==> config.mk <==
export PLATFORM = sky130hd
export DESIGN_NAME = gray_seq_monitor
export DESIGN_NICKNAME = d
export VERILOG_FILES = /design/src/rtl/gray_seq_monitor.sv
export SDC_FILE = /design/constraint.sdc
export NUM_CORES = 1
export LEC_CHECK = 0
export BUFFER_PORTS_ARGS = -buffer_cell sky130_fd_sc_hd__buf_2
export CELL_PAD_IN_SITES_DETAIL_PLACEMENT = 2
export CELL_PAD_IN_SITES_GLOBAL_PLACEMENT = 2
export CORE_MARGIN = 1.5
export CORE_UTILIZATION = 33
export DETAILED_ROUTE_END_ITERATION = 6
export PLACE_DENSITY = 0.82
export SLEW_MARGIN = 20
export SYNTH_ARGS = -nofsm -noshare
export SYNTH_HDL_FRONTEND = slang
export SYNTH_SLANG_ARGS = --single-unit
==> constraint.sdc <==
create_clock -name clk -period 3.65 [get_ports clk]
set_input_delay 0 -clock clk [delete_from_list [all_inputs] [get_ports clk]]
set_output_delay 0 -clock clk [all_outputs]
set_load 0.01 [all_outputs]
==> src/rtl/gray_seq_monitor.sv <==
// Gray-code sequence monitor: converts sampled Gray words to binary, checks for +1 progression,
// tracks lock and keeps a saturating count of sequence errors seen while locked.
module gray_seq_monitor #(
  parameter int unsigned DATA_WIDTH = 4,
  parameter int unsigned LOCK_COUNT = 4,
  parameter int unsigned ERR_WIDTH  = 8
) (
  input  logic                  clk,
  input  logic                  resetn,
  input  logic [DATA_WIDTH-1:0] din,
  input  logic                  din_valid,
  input  logic                  err_clr,
  output logic [DATA_WIDTH-1:0] dout,
  output logic                  dout_valid,
  output logic                  locked,
  output logic                  err,
  output logic [ERR_WIDTH-1:0]  err_count
);

  localparam int unsigned CNT_W = $clog2(LOCK_COUNT + 1);

  typedef enum logic [1:0] {IDLE, ACQUIRE, LOCKED} state_t;

  state_t                state;
  logic [DATA_WIDTH-1:0] prev;
  logic [CNT_W-1:0]      acq_cnt;

  logic [DATA_WIDTH-1:0] bin_c;
  logic [DATA_WIDTH-1:0] exp_c;
  logic                  dup_c;
  logic                  step_ok_c;
  logic                  seq_err_c;
  logic                  acq_done_c;

  // Each binary bit is the XOR of all Gray bits at or above it.
  always_comb begin
    bin_c = '0;
    for (int i = 0; i < int'(DATA_WIDTH); i++) begin
      bin_c[i] = ^(din >> i);
    end
    exp_c      = prev + DATA_WIDTH'(1);
    dup_c      = (state != IDLE) && (bin_c == prev);
    step_ok_c  = (bin_c == exp_c);
    seq_err_c  = din_valid && (state == LOCKED) && !dup_c && !step_ok_c;
    acq_done_c = ((acq_cnt + CNT_W'(1)) == CNT_W'(LOCK_COUNT));
  end

  always_ff @(posedge clk) begin
    if (!resetn) begin
      state      <= IDLE;
      prev       <= '0;
      acq_cnt    <= '0;
      dout       <= '0;
      dout_valid <= 1'b0;
      locked     <= 1'b0;
      err        <= 1'b0;
      err_count  <= '0;
    end else begin
      dout_valid <= din_valid;
      err        <= seq_err_c;

      // Clear takes effect first so a coincident error leaves a count of one.
      if (err_clr) begin
        err_count <= seq_err_c ? ERR_WIDTH'(1) : '0;
      end else if (seq_err_c && (err_count != '1)) begin
        err_count <= err_count + ERR_WIDTH'(1);
      end

      if (din_valid) begin
        dout <= bin_c;
        case (state)
          IDLE: begin
            prev    <= bin_c;
            acq_cnt <= '0;
            state   <= ACQUIRE;
          end
          ACQUIRE: begin
            if (!dup_c) begin
              prev <= bin_c;
              if (step_ok_c) begin
                acq_cnt <= acq_cnt + CNT_W'(1);
                if (acq_done_c) begin
                  state  <= LOCKED;
                  locked <= 1'b1;
                end
              end else begin
                acq_cnt <= '0;
              end
            end
          end
          LOCKED: begin
            if (!dup_c) begin
              prev <= bin_c;
              if (!step_ok_c) begin
                acq_cnt <= '0;
                state   <= ACQUIRE;
                locked  <= 1'b0;
              end
            end
          end
          default: begin
            state  <= IDLE;
            locked <= 1'b0;
          end
        endcase
      end
    end
  end

endmodule

==> qor.txt <==
Final period util = 70.1%
Number of hold buffers added after cts = 0
Core area = 4320 um2
Critical path arrival = 2.78 ns
Worst setup path endpoint = err_count[6]$_SDFFE_PN0P_
Detailed Route WL = 4.30 mm
Number of flip-flops and latches in the synthesized netlist = 24
Syn-to-layout area delta = 13.7%
Max-cap check violation count = 0
Share of synthesized registers carrying an async set or reset = 0%
Critical Setup Path Class = flip-flop to flip-flop
Port buffer count = 22
Syn Std Cell Area = 1460 um2
CP required = 3.87 ns
Power Total = 593 uW
Endpoint of the lowest-slack register-to-register path = err_count[6]$_SDFFE_PN0P_
Post-place instance area = 1610 um2
Post-CTS setup buffer count = 0
Max-Slew Margin vs Limit = 66.2%
DR pass1 iterations = 4
Total CTS buffers = 3
Vias post-DR = 1378
Total track usage = 19.4%
Vias in the first global route = 1489
Total of warnings raised by yosys = 0
Die Area = 4840 um2
Antenna cells = 0
Overflow left after global routing = 0
Unrepaired setup endpoints after global routing = no
Number of sinks on the clock net = 24
Share of cells above drive strength 1 = 16.9%
Slack of the worst reg-to-reg path = 1.09 ns
Cells on worst reg2reg path = 7
Design area = 1660 um2
Yosys top cell by area = dfxtp_1
Maximum level of the CTS H-tree = 1
EDFF count, synth = 0
Portion of synthesized cell area occupied by the leading cell type = 32.8%
Wire length of the first global-routing pass = 7.58 mm
Reg-to-Reg Start = prev[0]$_SDFFE_PN0P_
Post-Place Setup Slack = 1.14 ns
Final number of max-transition violations = 0
Start point of the critical path = prev[0]$_SDFFE_PN0P_
Overall die height = 69.6 um
Setup TNS Final = 0 ns
Initial Util = 33.9%
Post-cts repair resize count = 0
Clock tree from TritonCTS = done
Post-synth top flop = dfxtp_1
Hold Fails Final Rpt = 0
Cell depth of the worst min-delay path = 3
Slew at the pin closest to its max-slew limit = 0.503 ns
Number of cells produced by synthesis = 173
Area contributors post-synth = dfxtp_1 (33%), ha_1 (6.8%), nand2_1 (3.8%), a21oi_1 (3.8%), xor2_1 (3.6%)
Placer Congestion = 0.762
Critical-path maximum fanout = 17
Class of the worst hold path = primary input to flip-flop
Portion of the post-synthesis area used by sequential elements = 32.8%
Critical Path Start Type = flip-flop
I/O pin count = 23
Worst IR drop on VDD = 155 uV
Starting DRT DRC Count = 39
Final setup violation count = 0
Residual DRC = 0
Detail Placement HPWL = 3.33 mm
Number of distinct standard cells referenced by the synthesized netlist = 46
Post-layout utilization of the core = 38.5%
PwrDens = 356 nW/um2
Number of nets in the layout = 212
Number of antenna violations at the first check in global routing = 0
Critical Path End Type = flip-flop
Number of vias per cell after detailed routing = 5.58
Latest clock arrival within the worst-skew pair = 0.27 ns
Syn_area_per_cell = 8.46 um2
Clock-pin slew reported for the worst setup and hold paths after clock tree synthesis = 0.09 ns
Number of standard-cell rows in the floorplan = 24
Chip width = 69.6 um
Run status = complete, no violations
Net count after synthesis = 189
Final WS setup = 1.09 ns
Post-route minimum period = 2.56 ns
Maximum clock insertion buffer count = 2
Average wire per cell in the routed design = 17.4 um
Top achievable clock speed = 391 MHz
LEAKAGE = 0.000698 uW
Root Driver = clkbuf_8
Antenna violation net count after detailed routing = 0
Pin count of the biggest net entering global routing = 18
Post-route clock skew = 0.00235 ns
[kinds of logic after synthesis]
family,Yosys count,synth area share (%)
AOI/OAI and AO/OA,49,24.1
buffers and inverters,17,5.38
muxes,3,2.05
xor gates and xnor gates,10,7.01
DFF,24,32.8
adders and majority gates,8,6.84
and+or+nand+nor,62,21.8
[registers in the layout, summed over array words and instances (netlist names)]
signal,cells
err_count,8
dout,4
prev,4
acq_cnt,3
state,2
dout_valid,1
err,1
locked,1
[power by group]
group | internal, uW | switching (uW) | leakage, uW
logic | 44.7 | 76.3 | 0.000473
clock network | 96.6 | 92.2 | 0.0000288
registers | 272 | 10.9 | 0.000195
[how the worst min path moves through the flow]
stage | from | slack [ns] | endpoint
global placement | din[3] | 0.32 | prev[3]$_SDFFE_PN0P_
global route | din[3] | 0.07 | prev[3]$_SDFFE_PN0P_
floorplan | resetn | 0.15 | err_count[0]$_SDFFE_PN0P_
detailed placement | din[3] | 0.35 | prev[3]$_SDFFE_PN0P_
CTS | din[3] | 0.05 | prev[3]$_SDFFE_PN0P_
finish | din[3] | 0.05 | prev[3]$_SDFFE_PN0P_
[metal layers]
| metal | vias up | share of wire, % | GRT usage, % |
|---|---|---|---|
| met1 | 675 | 46 | 24.9 |
| met4 | 0 | 1.4 | 5.45 |
| li1 | 680 | - | - |
| met5 | - | 0 | 0 |
| met2 | 16 | 50 | 33.2 |
| met3 | 7 | 2.5 | 3.34 |
[cell type report]
cell class | count | area, um2
fill | 517 | 2660
clock buffer | 4 | 55.1
inverter | 13 | 48.8
timing repair buffer | 22 | 110
tap | 52 | 65.1
sequential | 24 | 480
multi-input combinational | 132 | 905
[worst max-delay path: stages, from the launching register on]
cell and delay [ns]:
dfxtp_1 0.37, ha_1 0.23, xor2_1 0.15, and2_1 0.20
a221o_1 0.46, a311o_4 0.50, or4_1 0.52, nand2_1 0.08
[cell usage after synthesis (all sizes together), types with 3 or more instances]
| cell | count |
|---|---|
| dfxtp | 24 |
| nand2 | 15 |
| o21ai | 15 |
| inv | 13 |
| nor2 | 13 |
| a21oi | 11 |
| ha | 8 |
| nor3 | 6 |
| xor2 | 6 |
| nand3 | 5 |
| nand4 | 5 |
| or3 | 5 |
| and2 | 4 |
| and3 | 3 |
| mux2i | 3 |
| or4 | 3 |
| xnor2 | 3 |
[through the flow]
stage | instances | hold slack, ns
finish | 247 | 0.0457
global route | 247 | 0.0702
CTS | 247 | 0.0501
detailed placement | 243 | 0.348
global placement | 243 | 0.321
floorplan | 173 | 0.153
[cells in the final DEF (no fill, tap or decap), types with 2 or more instances in the layout]
cell type,instances
nor2_1,13
nor3_1,6
buf_2,22
ha_1,8
or3_1,4
and2_1,3
nand2_1,15
a221o_1,2
mux2i_1,3
nand4_1,5
o211ai_1,2
a21oi_1,11
xnor2_1,3
inv_1,11
o32ai_1,2
or4_1,3
xor2_1,6
dfxtp_1,24
and3_1,3
o21ai_0,9
nand3_1,5
clkbuf_8,4
inv_2,2
o21ai_1,6
a31oi_1,2
No activity file was read; power rests on OpenSTA's default activity.
